$ cat src/rtl/com_pkg.sv
// Shared definitions for the command receive path and the command parser:
// FSM state encodings, payload layout constants and small helpers.
package com_pkg;

   typedef enum logic [4:0] {
      ST_IDLE  = 5'b00001,
      ST_RECV  = 5'b00010,
      ST_CHECK = 5'b00100,
      ST_SEND  = 5'b01000,
      ST_DROP  = 5'b10000
   } rx_state_t;

   localparam logic [15:0] STD_HEAD        = 16'h55AA;
   localparam int          HEAD_OFS        = 0;
   localparam int          SUM_OFS         = 16;
   localparam logic [7:0]  PAYLOAD_OFS_DEF = 8'h0A;
   localparam logic [7:0]  PAYLOAD_LEN_DEF = 8'h12;

   // Counters that report discards stick at all-ones rather than wrapping.
   function automatic logic [7:0] sat_inc(input logic [7:0] v);
      return (v == 8'hFF) ? v : v + 8'd1;
   endfunction

endpackage

$ cat src/rtl/com_rx_sum.sv
// Payload checksum/head tracker for com_rx_store: assembles big-endian words
// from the byte stream by RAM address and keeps a wrapping 16-bit sum.
module com_rx_sum
   import com_pkg::*;
#(
   parameter int         ADDR_W      = 8,
   parameter logic [7:0] PAYLOAD_OFS = PAYLOAD_OFS_DEF
) (
   input  logic            clk,
   input  logic            rst,
   input  logic            start,
   input  logic            byte_en,
   input  logic [ADDR_W:0] addr,
   input  logic [7:0]      data,
   output logic            sum_ok
);
   localparam int OFS_I = int'(PAYLOAD_OFS);

   int          rel;
   logic [7:0]  hi;
   logic [15:0] word;
   logic [15:0] acc;
   logic [15:0] head;
   logic [15:0] stored;

   assign rel  = int'(addr) - OFS_I;
   assign word = {hi, data};

   // Even payload offsets hold the high byte; the odd byte completes the word.
   always_ff @(posedge clk or posedge rst) begin
      if (rst) begin
         hi     <= 8'h00;
         acc    <= 16'h0000;
         head   <= 16'h0000;
         stored <= 16'h0000;
      end else if (start) begin
         acc    <= 16'h0000;
         head   <= 16'h0000;
         stored <= 16'h0000;
      end else if (byte_en && rel >= 0 && rel < SUM_OFS + 2) begin
         if (!rel[0])
            hi <= data;
         else if (rel == HEAD_OFS + 1)
            head <= word;
         else if (rel == SUM_OFS + 1)
            stored <= word;
         else
            acc <= acc + word;
      end
   end

   assign sum_ok = (head == STD_HEAD) && (acc == stored);

endmodule

$ cat src/rtl/com_rx_store.sv
// Receive-side frame store: writes each incoming frame into command RAM from
// address 0 and hands it to the parser via fs/fd. Build macro COM_RX_SUM_CHECK_EN adds head/checksum validation.
module com_rx_store
   import com_pkg::*;
#(
   parameter int         ADDR_W      = 8,
   parameter logic [7:0] PAYLOAD_OFS = PAYLOAD_OFS_DEF,
   parameter logic [7:0] PAYLOAD_LEN = PAYLOAD_LEN_DEF
) (
   input  logic              clk,
   input  logic              rst,
   input  logic              rx_valid,
   input  logic [7:0]        rx_data,
   input  logic              rx_last,
   output logic              ram_we,
   output logic [ADDR_W-1:0] ram_wa,
   output logic [7:0]        ram_wd,
   output logic              fs,
   input  logic              fd,
   output logic [ADDR_W:0]   frame_len,
   output logic [7:0]        drop_cnt
);
   localparam int              MIN_LEN_I = int'(PAYLOAD_OFS) + int'(PAYLOAD_LEN);
   localparam logic [ADDR_W:0] MIN_LEN   = MIN_LEN_I[ADDR_W:0];
   localparam logic [ADDR_W:0] FULL      = {1'b1, {ADDR_W{1'b0}}};
   localparam logic [ADDR_W:0] ONE       = {{ADDR_W{1'b0}}, 1'b1};

   rx_state_t       state;
   logic [ADDR_W:0] cnt;
   logic            in_frame;
   logic            frame_start;
   logic            check_ok;

   assign frame_start = rx_valid && !in_frame;

`ifdef COM_RX_SUM_CHECK_EN
   com_rx_sum #(
      .ADDR_W      (ADDR_W),
      .PAYLOAD_OFS (PAYLOAD_OFS)
   ) u_sum (
      .clk     (clk),
      .rst     (rst),
      .start   (state == ST_IDLE && frame_start),
      .byte_en (state == ST_RECV && rx_valid && cnt != FULL),
      .addr    (cnt),
      .data    (rx_data),
      .sum_ok  (check_ok)
   );
`else
   assign check_ok = 1'b1;
`endif

   // in_frame follows every byte regardless of state, so a frame tail arriving
   // after a handoff is never mistaken for a new frame start.
   always_ff @(posedge clk or posedge rst) begin
      if (rst) begin
         state     <= ST_IDLE;
         ram_we    <= 1'b0;
         ram_wa    <= '0;
         ram_wd    <= 8'h00;
         fs        <= 1'b0;
         frame_len <= '0;
         drop_cnt  <= 8'h00;
         cnt       <= '0;
         in_frame  <= 1'b0;
      end else begin
         ram_we <= 1'b0;
         fs     <= (state == ST_SEND) && !fd;
         if (rx_valid)
            in_frame <= !rx_last;

         unique case (state)
            ST_IDLE: begin
               if (frame_start) begin
                  ram_we <= 1'b1;
                  ram_wa <= '0;
                  ram_wd <= rx_data;
                  cnt    <= ONE;
                  state  <= rx_last ? ST_CHECK : ST_RECV;
               end
            end
            ST_RECV: begin
               if (rx_valid) begin
                  if (cnt == FULL) begin
                     drop_cnt <= sat_inc(drop_cnt);
                     state    <= rx_last ? ST_IDLE : ST_DROP;
                  end else begin
                     ram_we <= 1'b1;
                     ram_wa <= cnt[ADDR_W-1:0];
                     ram_wd <= rx_data;
                     cnt    <= cnt + ONE;
                     if (rx_last)
                        state <= ST_CHECK;
                  end
               end
            end
            ST_CHECK: begin
               if (cnt < MIN_LEN || !check_ok) begin
                  drop_cnt <= sat_inc(drop_cnt);
                  state    <= ST_IDLE;
               end else begin
                  frame_len <= cnt;
                  state     <= ST_SEND;
               end
            end
            ST_SEND: begin
               if (frame_start)
                  drop_cnt <= sat_inc(drop_cnt);
               if (fd)
                  state <= ST_IDLE;
            end
            ST_DROP: begin
               if (rx_valid && rx_last)
                  state <= ST_IDLE;
            end
            default: state <= ST_IDLE;
         endcase
      end
   end

endmodule
$ cat config.mk
export PLATFORM = sky130hd
export DESIGN_NAME = com_rx_store
export DESIGN_NICKNAME = d
export VERILOG_FILES = /design/src/rtl/com_pkg.sv /design/src/rtl/com_rx_sum.sv /design/src/rtl/com_rx_store.sv
export SDC_FILE = /design/constraint.sdc
export NUM_CORES = 1
export LEC_CHECK = 0
export BUFFER_PORTS_ARGS = -buffer_cell sky130_fd_sc_hd__buf_2
export CAP_MARGIN = 20
export CORE_AREA = 10 10 93 95
export CTS_BUF_LIST = sky130_fd_sc_hd__clkbuf_8
export CTS_CLUSTER_DIAMETER = 30
export DETAILED_ROUTE_END_ITERATION = 7
export DIE_AREA = 0 0 103 105
export PLACE_DENSITY_LB_ADDON = 0.2
export SETUP_SLACK_MARGIN = 0.5
export SLEW_MARGIN = 10
export SYNTH_ARGS = -nofsm -noshare
export SYNTH_HDL_FRONTEND = slang
export SYNTH_SLANG_ARGS = --single-unit
$ cat constraint.sdc
create_clock -name clk -period 3.3 [get_ports clk]
set_input_delay 0.495 -clock clk [delete_from_list [all_inputs] [get_ports clk]]
set_output_delay 0.495 -clock clk [all_outputs]
set_load 0.005 [all_outputs]
==> Word level (Yosys, flattened, before mapping) <==
Cells that the tools add are included.
{ "totals": {"ff_bits": 50, "wordCells": 73, "output_inout_bits": 35} }
{ "classes": {"add_sub_neg": 2, "n_lt_le_gt_ge": 1, "n_reduce_logical": 12, "mux": 32, "bitwise": 1, "eq_ne": 16} }
{ "ops": {"columns": ["operator", "n"], "rows": [
  ["$mux W8", 11],
  ["$mux W5", 7],
  ["$pmux W8 S2", 2],
  ["$mux W9", 3],
  ["$pmux W5 S5", 1],
  ["$pmux W8 S3", 1],
  ["$pmux W9 S2", 1],
  ["$ne A2 B2 Y1 const B", 8],
  ["$reduce_and A5 Y1", 2],
  ["$add A9 B1 Y9 const B", 1],
  ["$eq A9 B9 Y1 const B", 1],
  ["$lt A9 B5 Y1 const B", 1],
  ["$add A8 B1 Y8 const B", 1],
  ["$eq A8 B8 Y1 const B", 1],
  ["$eq A5 B1 Y1 const B", 1],
  ["$eq A5 B2 Y1 const B", 1],
  ["$eq A5 B3 Y1 const B", 1],
  ["$eq A5 B4 Y1 const B", 1],
  ["$eq A5 B5 Y1 const B", 1],
  ["$mux W4", 1],
  ["$reduce_and A4 Y1", 1],
  ["$logic_and A1 B1 Y1", 3],
  ["$logic_not A1 Y1", 3],
  ["$mux W1", 3],
  ["other kinds (7)", 7]
]} }

==> Logic depth before layout (Yosys ltp) <==
Gate-level depths: netlist (run 1).
{ "depth": {"depth_word": 5, "mapped_depth": 9, "mapped_depth_nobuf": 8} }

==> Least setup slack after synthesis (run 1) <==
OpenSTA, ideal clock, no wires.
{ "synth_timing": {"path_kind": "register to register", "from": "reg state[1]", "to": "reg frame_len[0]", "period_less_slack_ns": 1.931, "arrival_time_ns": 1.806, "stages_incl_launch_ff": 6, "setup_ns": 0.125, "path_slack_ns": 1.369, "path_cell_list": "dfrtp_1 buf_6 or3b_2 a211oi_2 buf_4 mux2_2"} }
{ "synth_via": {"elab_chain_len": 2} }
{ "synth_rtl": {"columns": ["element", "line", "rtl"], "rows": [
  ["start: declaration", "com_rx_store.sv:28", "rx_state_t state;"],
  ["start signal: assignment", "com_rx_store.sv:79", "state <= rx_last ? ST_CHECK : ST_RECV;"],
  ["start signal: assignment", "com_rx_store.sv:86", "state <= rx_last ? ST_IDLE : ST_DROP;"],
  ["$eq A5 B3 Y1", "com_rx_store.sv:72", "unique case (state)"],
  ["$reduce_and A2 Y1 (no line)", null, null],
  ["end signal: assignment", "com_rx_store.sv:102", "frame_len <= cnt;"],
  ["end: declaration", "com_rx_store.sv:20", "output logic [ADDR_W:0] frame_len,"]
]} }
Every way passes these cells.
A chain may end at the register's enable or synchronous reset.

==> Worst setup path in the final report (run 1) <==
{ "layout_timing": {"from": "reg cnt[5]", "to": "reg drop_cnt[1]"} }
{ "layout_via": {"elab_chain_len": 3, "word_cells_on_any_way": 5, "cone_classes": "order compare: 1; eq/ne: 3; reduce/logical: 1"} }
{ "layout_rtl": {"columns": ["element", "line", "rtl"], "rows": [
  ["start: declaration", "com_rx_store.sv:29", "logic [ADDR_W:0] cnt;"],
  ["start signal: assignment", "com_rx_store.sv:91", "cnt <= cnt + ONE;"],
  ["$lt A9 B5 Y1 or $eq A9 B9 Y1 (tied branches)", "com_rx_store.sv:98, com_rx_store.sv:84", null],
  ["$ne A2 B2 Y1 (no line)", null, null],
  ["$reduce_and A5 Y1 (no line) (*)", null, null],
  ["end signal: assignment", "com_rx_store.sv:85", "drop_cnt <= sat_inc(drop_cnt);"],
  ["end signal: assignment", "com_rx_store.sv:99", "drop_cnt <= sat_inc(drop_cnt);"],
  ["end signal: assignment", "com_rx_store.sv:108", "drop_cnt <= sat_inc(drop_cnt);"],
  ["end: declaration", "com_rx_store.sv:21", "output logic [7:0] drop_cnt"]
]} }
Mark *: on every way between the ends. The rest lies on a longest branch, timed or not.

==> impl_metrics.json, run 1 <==
{
  "min_period_over_period": 0.677,
  "r2r_cells": 5,
  "vdd_drop_max_v": 0.000331,
  "netlist_top_cells_area": "dfrtp_1 51%, mux2_2 8.9%, o21ai_0 4.4%, nand2_1 3.0%, o31ai_1 2.5%",
  "areaGrowthSynthToFinish_pct": 16.7,
  "finalInstanceArea_um2": 2820,
  "cts_tree": "yes",
  "hp-class": "in -> async",
  "grt_pass1_wl_mm": 9.39,
  "synth_most_common_cell": "dfrtp_1",
  "start_util": 0.357,
  "reg2reg_to": "drop_cnt[1]",
  "syn_area_um2": 2410,
  "vias": 1872,
  "grt_usage": 0.106,
  "die_w_um": 103,
  "max_slew_margin": 0.590,
  "htreeDepth": 2,
  "place_area_um2": 2680,
  "place.gp.congestion": 0.864,
  "finalSetupViolCount": 0,
  "async_flop_share": 1.00,
  "crit_fanout": 11,
  "clock_sinks": 50,
  "syn-num-nets": 236,
  "cts_buffers": 5,
  "ys.flop_type": "dfrtp_1",
  "die_h_um": 105,
  "row_count": 30,
  "setup_slack_ns": 1.06,
  "finalSetupTns_ns": 0,
  "drt_wl_total_mm": 5.58,
  "fmax_mhz": 447,
  "synth_common_cells": "49 x dfrtp_1, 21 x o21ai_0, 19 x mux2_2, 19 x nand2_1, 13 x nor2_1",
  "synth_edf_count": 0,
  "ant_nets": 0,
  "coreArea_um2": 6760,
  "r2r-start": "cnt[5]",
  "synth_top_area_frac": 0.508,
  "cts_resized": 0,
  "cp-start-kind": "flip-flop",
  "cp.required_ns": 3.50,
  "dieArea_um2": 10800,
  "cp-end-kind": "flip-flop",
  "drt_iter0_drc": 80,
  "nNetsFinal": 281,
  "clk_latency_ns": 0.30,
  "worst_pin_slew_ns": 0.614,
  "clkTransAtPathRegs_ns": 0.09,
  "power_leakage_nw": 1.32,
  "diodes": 0,
  "critical_path_class": "reg -> reg",
  "io_buffers": 47,
  "synth_cell_types": 50,
  "timing.max_cap.violations": 0,
  "ioPinCount": 48,
  "overflow": 0,
  "post_cts_buffers": 0,
  "drc": 0,
  "ys_ff_latch": 50,
  "grt_pass1_vias": 1908,
  "fillers": 665,
  "netlist_instances": 220,
  "yosysSeqAreaShare": 0.519,
  "clk_path_buf_depth": 2,
  "synth.avg_cell_area_um2": 11.0,
  "hold_viol": 0,
  "fin_worst_skew_ns": 0.00754,
  "status": "completed",
  "rsz0062_at_grt": "false",
  "via_per_inst": 5.41,
  "grt_max_degree": 51,
  "drive_gt1_frac": 0.338,
  "drv_slew": 0,
  "first_pass_iters": 4,
  "ff2ff_setup_slack_ns": 1.06,
  "ctsHoldBuffers": 0,
  "arrival_ns": 2.43,
  "fin_crit_ns": 2.24,
  "power.density_nw_per_um2": 712,
  "yosysTopAreaCell": "dfrtp_1",
  "antenna_found_initial": 0,
  "post-place-ws_ns": 1.04,
  "wire_per_inst_um": 16.1,
  "cts_root_buf": "clkbuf_8",
  "post-dp-hpwl_mm": 4.01,
  "synth_warnings": 0
}
-- per-layer routing --
layer / track usage / up-vias / routed length, um
li1: - / 881 / -
met1: 0.138 / 929 / 2540
met2: 0.159 / 56 / 2630
met3: 0.0316 / 6 / 323
met4: 0.0388 / 0 / 85
met5: 0 / - / 0
-- worst max-delay path, stage by stage, from the launching register on --
cell      delay [ns]
dfrtp_1         0.46
nor3_1          0.45
a211oi_2        0.13
buf_4           0.21
nor4_4          0.49
mux2_2          0.39
-- worst max-delay path by stage --
stage,start,end,slack (ns),depth (start not counted)
floorplan,state[1],frame_len[0],1.37,5
global placement,cnt[5],drop_cnt[1],1.07,5
detailed placement,cnt[5],drop_cnt[1],1.04,5
CTS,cnt[5],drop_cnt[1],1.02,5
global route,cnt[5],drop_cnt[1],0.85,5
finish,cnt[5],drop_cnt[1],1.06,5
-- cells in the final DEF, fill, tap and decap left out, types with 3 or more instances in the layout --
cell and instances:
dfrtp_1 49, buf_2 47, o21ai_0 21, mux2_2 19, nand2_1 19, nor2_1 13, o31ai_1 8, nand3_1 7
inv_1 7, xnor2_1 6, nor3_1 5, nand4_1 5, or4_1 5, clkbuf_8 5, a21oi_1 4, ha_1 3
-- power breakdown --
| part | switching, mW | internal [mW] |
|---|---|---|
| logic | 0.340 | 0.300 |
| registers | 0.153 | 0.774 |
| clock network | 0.209 | 0.227 |
| total | 0.703 | 1.30 |
-- cell type report --
type	count	area (um^2)	area share
multi-input combinational	150	1050	0.373
sequential	50	1250	0.445
inverter	9	36.3	0.0129
timing repair buffer	49	263	0.0933
clock inverter	3	43.8	0.0156
tap	80	100	0.0356
clock buffer	5	68.8	0.0244
-- logic make-up after synthesis --
kind of cell,Yosys count,synth area share
and+or+nand+nor,74,0.175
DFF,50,0.519
AOI/OAI and AO/OA,46,0.127
buffers and inverters,20,0.0451
muxes,19,0.0887
xor gates and xnor gates,8,0.0290
adders and majority gates,3,0.0156
-- stage by stage --
step           instances  total power [mW]  hold slack, ns  utilization
2_1_floorplan        220              1.36           0.488            -
3_3_place_gp         337              1.58           0.488        0.397
3_5_place_dp         337              1.59           0.490        0.397
4_1_cts              345              2.04           0.410        0.414
5_1_grt              346              2.16           0.193        0.417
6_report             346              2.00           0.177        0.417
-- registers in the layout, summed over array words and instances (netlist names) --
| register | cells |
|---|---|
| drop_cnt | 8 |
| ram_wa | 8 |
| cnt | 9 |
| frame_len | 9 |
| ram_we | 1 |
| ram_wd | 8 |
| in_frame | 1 |
| state | 5 |
| fs | 1 |
No activity file was read; power rests on OpenSTA's default activity.
==> run 2, diff against run 1 <==
Clock period 3.3 ns to 2.1 ns, I/O delays scaled along.
==> run 2 against run 1 <==
Sequential power grew 55%. Global-route usage grew 0.47 points. Sequential share of layout area shrank 5.4 points. Hold slack lost 0.13 ns. Critical path depth grew 3. Clock power grew 28%. Clock-buffer cell count is the same. Flip-flop and latch count is the same. Die area is the same.
==> impl_metrics.json, run 2 (synthesized netlist as in run 1, its figures left out) <==
{
  "status": "completed",
  "grt_max_degree": 28,
  "fin_worst_skew_ns": 0.0114,
  "drc": 0,
  "nNetsFinal": 313,
  "clock_sinks": 50,
  "clk_path_buf_depth": 2,
  "ioPinCount": 48,
  "die_h_um": 105,
  "antenna_found_initial": 0,
  "wl_met3_um": 553,
  "crit_fanout": 6,
  "wire_per_inst_um": 16.2,
  "cp-startpoint": "cnt[1]",
  "diodes": 0,
  "place.gp.congestion": 0.831,
  "clk_latency_ns": 0.31,
  "row_count": 30,
  "cts_tree": "yes",
  "rsz0062_at_grt": "true",
  "arrival_ns": 2.01,
  "ff2ff_setup_slack_ns": 0.28,
  "htreeDepth": 2,
  "max_slew_margin": 0.636,
  "vdd_drop_max_v": 0.000369,
  "dieArea_um2": 10800,
  "fin_crit_ns": 1.82,
  "min_period_over_period": 0.868,
  "power.density_nw_per_um2": 1090,
  "drt_wl_total_mm": 6.12,
  "r2r-start": "cnt[1]",
  "critical_path_class": "reg -> reg",
  "vias": 1979,
  "cp_cell_sequence": "inv_2 -> ha_2 -> and2_4 -> and3_4 -> o22a_4 -> nand2b_4 -> inv_4 -> mux2_4",
  "via_per_inst": 5.25,
  "worst_pin_slew_ns": 0.546,
  "start_util": 0.357,
  "finalPower_mw": 3.50,
  "post-route-util": 0.477,
  "top_layer": "met4",
  "wl_met1_mm": 2.81,
  "first_pass_iters": 4,
  "reg_top3": "cnt: 9 flops, frame_len: 9 flops",
  "wl_met2_mm": 2.70,
  "power_leakage_nw": 1.52,
  "cp-start-kind": "flip-flop",
  "areaGrowthSynthToFinish_pct": 33.5,
  "clkTransAtPathRegs_ns": 0.10,
  "finalSetupViolCount": 0,
  "coreArea_um2": 6760,
  "hp-class": "in -> async",
  "drive_gt1_frac": 0.498,
  "ant_nets": 0,
  "io_buffers": 47,
  "grt_pass1_vias": 1909,
  "overflow": 0,
  "final_common_cell": "buf_2",
  "die_w_um": 103,
  "final_cell_mix": "47 x buf_2, 43 x dfrtp_1, 27 x buf_4, 17 x mux2_4, 16 x nand2_1",
  "grt_usage": 0.110,
  "post-dp-hpwl_mm": 4.19,
  "cp.required_ns": 2.29,
  "timing.max_cap.violations": 0,
  "hold_viol": 0,
  "cpMaxStageDelayCell": "dfrtp_1",
  "finalSetupTns_ns": 0,
  "grt_pass1_wl_mm": 9.66,
  "cts_buffers": 5,
  "fmax_mhz": 549,
  "critPathMaxStageDelay_ns": 0.37,
  "cp-end-kind": "flip-flop",
  "drt_iter0_drc": 112,
  "cts_root_buf": "clkbuf_8",
  "drv_slew": 0
}
-- run 2: cell count changes in the layout (fill, tap and decap cells not counted), moves of 4 or more --
cell     before  now
buf_4         1   27
mux2_2       19    2
mux2_4        0   17
o21ai_0      21   12
o21ai_1       0    8
dfrtp_1      49   43
dfrtp_2       0    6
buf_6         0    4
-- run 2: final timing paths --
| path | to | cells after the start |
|---|---|---|
| worst min register to register | drop_cnt[6] | 1 |
| min in group clk | ram_wd[5] | 2 |
| worst max register to register | ram_wd[1] | 8 |
| worst max-delay path | ram_wd[1] | 8 |
| worst min-delay path | cnt[8] | 2 |
| max in group asynchronous | cnt[7] | 3 |
-- run 2: timing repair --
item,CTS,global route
setup buffers,14,5
hold endpoints to repair,0,0
pin swaps,5,8
resized for setup,26,15
setup endpoints to repair,46,47
cloned,2,0
hold buffers,0,0
-- run 2: final cells by class --
| class | count | area (um^2) |
|---|---|---|
| Timing Repair inverter | 1 | 6.26 |
| Sequential cell | 50 | 1260 |
| Clock inverter | 2 | 13.8 |
| Clock buffer | 5 | 68.8 |
| Multi-Input combinational cell | 151 | 1230 |
| Timing Repair Buffer | 79 | 503 |
| Tap cell | 80 | 100 |
| Fill cell | 639 | 3540 |
| Inverter | 9 | 41.3 |
-- run 2: report_power, final --
group | switching, mW | leakage, nW | internal (mW)
Combinational | 0.707 | 0.823 | 0.794
Sequential | 0.215 | 0.649 | 1.22
Clock | 0.330 | 0.0444 | 0.231
-- run 2: routing by layer --
| layer | vias up | track usage |
|---|---|---|
| li1 | 948 | - |
| met1 | 941 | 0.148 |
| met2 | 80 | 0.165 |
| met3 | 10 | 0.0362 |
| met4 | 0 | 0.0278 |
| met5 | - | 0 |
-- run 2: critical path: cells and delay by family, from the launching register on --
family                   cells  cell delay (ns)
AND/OR/NAND/NOR              3             0.48
AO/OA/AOI/OAI                1             0.23
buffers and inverters        2             0.15
flip-flops                   1             0.37
multiplexers                 1             0.30
adder cells (fa/ha/maj)      1             0.17
-- run 2: stage by stage --
stage / setup WS, ns / hold slack, ns / cells / instance area, um^2
detailed placement: 0.0708 / 0.398 / 349 / 2860
global placement: 0.153 / 0.395 / 349 / 2860
floorplan: 0.308 / 0.416 / 220 / 2490
finish: 0.278 / 0.0431 / 377 / 3220
CTS: 0.283 / 0.0678 / 372 / 3130
global route: 0.223 / 0.0856 / 377 / 3220
==> run 3, diff against run 2 <==
Settings changed: CELL_PAD_IN_SITES_DETAIL_PLACEMENT from default to 2, CELL_PAD_IN_SITES_GLOBAL_PLACEMENT from default to 2.
==> run 3 against run 2 <==
Die area unchanged. Routed wire length up 35%. Cell count up 0.27%. Combinational power up 17%. First-iteration DRC count down 16%. Sequential power about the same. Final area up 3.7%. Hold slack better by 0.18 ns. Clock skew down 0.0044 ns. Highest routed layer unchanged. Via count up 5.3%.
==> impl_metrics.json, run 3 (synthesized netlist as in run 1, its figures left out) <==
{
  "grt-busiest-layer": "met2",
  "antenna_found_initial": 0,
  "cts_root_buf": "clkbuf_8",
  "ff2ff_setup_slack_ns": 0.20,
  "first_pass_iters": 4,
  "coreArea_um2": 6760,
  "setup_slack_ns": 0.204,
  "final_common_cell": "buf_2",
  "ant_nets": 0,
  "reg2reg_to": "ram_wd[1]",
  "cp-start-kind": "flip-flop",
  "timing.max_cap.violations": 0,
  "min_period_over_period": 0.903,
  "drt_wl_total_mm": 8.28,
  "rsz0062_at_grt": "true",
  "clkTransAtPathRegs_ns": 0.10,
  "dieArea_um2": 10800,
  "finalSetupTns_ns": 0,
  "whs_endpoint": "ram_wd[7]",
  "start_util": 0.357,
  "hold_viol": 0,
  "clk_path_buf_depth": 2,
  "areaGrowthSynthToFinish_pct": 38.4,
  "grt_max_degree": 21,
  "cts_buffers": 5,
  "htreeDepth": 2,
  "vdd_drop_max_v": 0.000381,
  "fin_worst_skew_ns": 0.00698,
  "vias": 2084,
  "grt_usage": 0.149,
  "cp.required_ns": 2.31,
  "r2r-start": "cnt[5]",
  "wire_per_inst_um": 21.9,
  "finalPower_mw": 3.80,
  "cts_tree": "yes",
  "final_cell_mix": "47 x buf_2, 46 x dfrtp_1, 24 x buf_4, 18 x nand2_1",
  "cp-end-kind": "flip-flop",
  "fmax_mhz": 527,
  "crit_fanout": 9,
  "die_h_um": 105,
  "grt_pass1_wl_mm": 12.8,
  "grt_pass1_vias": 2314,
  "die_w_um": 103,
  "hold_slack_ns": 0.226,
  "drive_gt1_frac": 0.547,
  "via_per_inst": 5.51,
  "diodes": 0,
  "arrival_ns": 2.10,
  "ioPinCount": 48,
  "use_met2": 0.242,
  "met3_usage": 0.0369,
  "finalSetupViolCount": 0,
  "power.density_nw_per_um2": 1140,
  "hold_depth": 2,
  "min_from": "rx_data[7]",
  "critical_path_class": "reg -> reg",
  "grt_use_met1": 0.187,
  "overflow": 0,
  "row_count": 30,
  "clk_latency_ns": 0.32,
  "cp-startpoint": "cnt[5]",
  "reg_top3": "cnt: 9 flops, frame_len: 9 flops",
  "worst_pin_slew_ns": 0.485,
  "clock_sinks": 50,
  "place.gp.congestion": 0.799,
  "fin_crit_ns": 1.90,
  "power_leakage_nw": 1.54,
  "max_slew_margin": 0.676,
  "drt_iter0_drc": 94,
  "post-place-ws_ns": 0.0213,
  "drc": 0,
  "post-dp-hpwl_mm": 5.42,
  "r2r_cells": 6,
  "status": "completed",
  "drv_slew": 0,
  "io_buffers": 47,
  "nNetsFinal": 313,
  "hp-class": "in -> reg"
}
-- run 3: cell types whose count changed in the layout (fill, tap and decap cells not counted), sizes merged --
| cell | delta |
|---|---|
| clkinvlp | +2 |
| clkinv | -1 |
| o22a | -1 |
| buf | +1 |
| inv | -1 |
| dlygate4sd3 | +1 |
-- run 3: final cells by class --
cell class                      instances  area (um^2)
Tap cell                               80          100
Multi-Input combinational cell        150         1300
Clock inverter                          3         23.8
Clock buffer                            5         68.8
Inverter                                9         41.3
Fill cell                             686         3420
Timing Repair Buffer                   81          551
Sequential cell                        50         1260
-- run 3: worst max-delay path, stage by stage, from the launching register on --
cell	delay (ns)
dfrtp_1	0.42
nor3_4	0.37
and3_4	0.27
o22a_4	0.17
nand2b_4	0.20
inv_8	0.07
mux2_4	0.30
-- run 3: worst max path at each step --
| stage | to | slack, ns | cells past startpoint |
|---|---|---|---|
| after floorplan | cnt[5] | 0.31 | 8 |
| after global placement | cnt[6] | 0.11 | 8 |
| after detailed placement | cnt[8] | 0.02 | 8 |
| after CTS | drop_cnt[1] | 0.24 | 5 |
| after global routing | cnt[7] | 0.16 | 8 |
| final | ram_wd[1] | 0.20 | 6 |
-- run 3: report_power, final --
part           internal (mW)  switching [mW]  leakage, nW
Combinational          0.863           0.894        0.842
Sequential              1.22           0.218        0.653
Clock                  0.239           0.366       0.0408
Total                   2.32            1.48         1.54
-- run 3: timing repair --
action	CTS	global route
resized for setup	44	21
setup endpoints to repair	46	47
cloned	1	0
setup buffers	13	2
pin swaps	20	9
hold endpoints to repair	12	0
hold buffers	1	0
-- run 3: routing by layer --
| metal | wire [um] | share of wire |
|---|---|---|
| met3 | 354 | 0.043 |
| met4 | 169 | 0.020 |
| met1 | 3680 | 0.44 |
| met2 | 4080 | 0.49 |
| met5 | 0 | 0 |
-- run 3: per-stage QoR --
step                      utilization  instance area (um^2)  std cells
after floorplan                     -                  2490        220
after CTS                       0.479                  3230        376
after detailed placement        0.425                  2870        353
after global routing            0.494                  3340        378
final                           0.494                  3340        378
after global placement          0.425                  2870        353
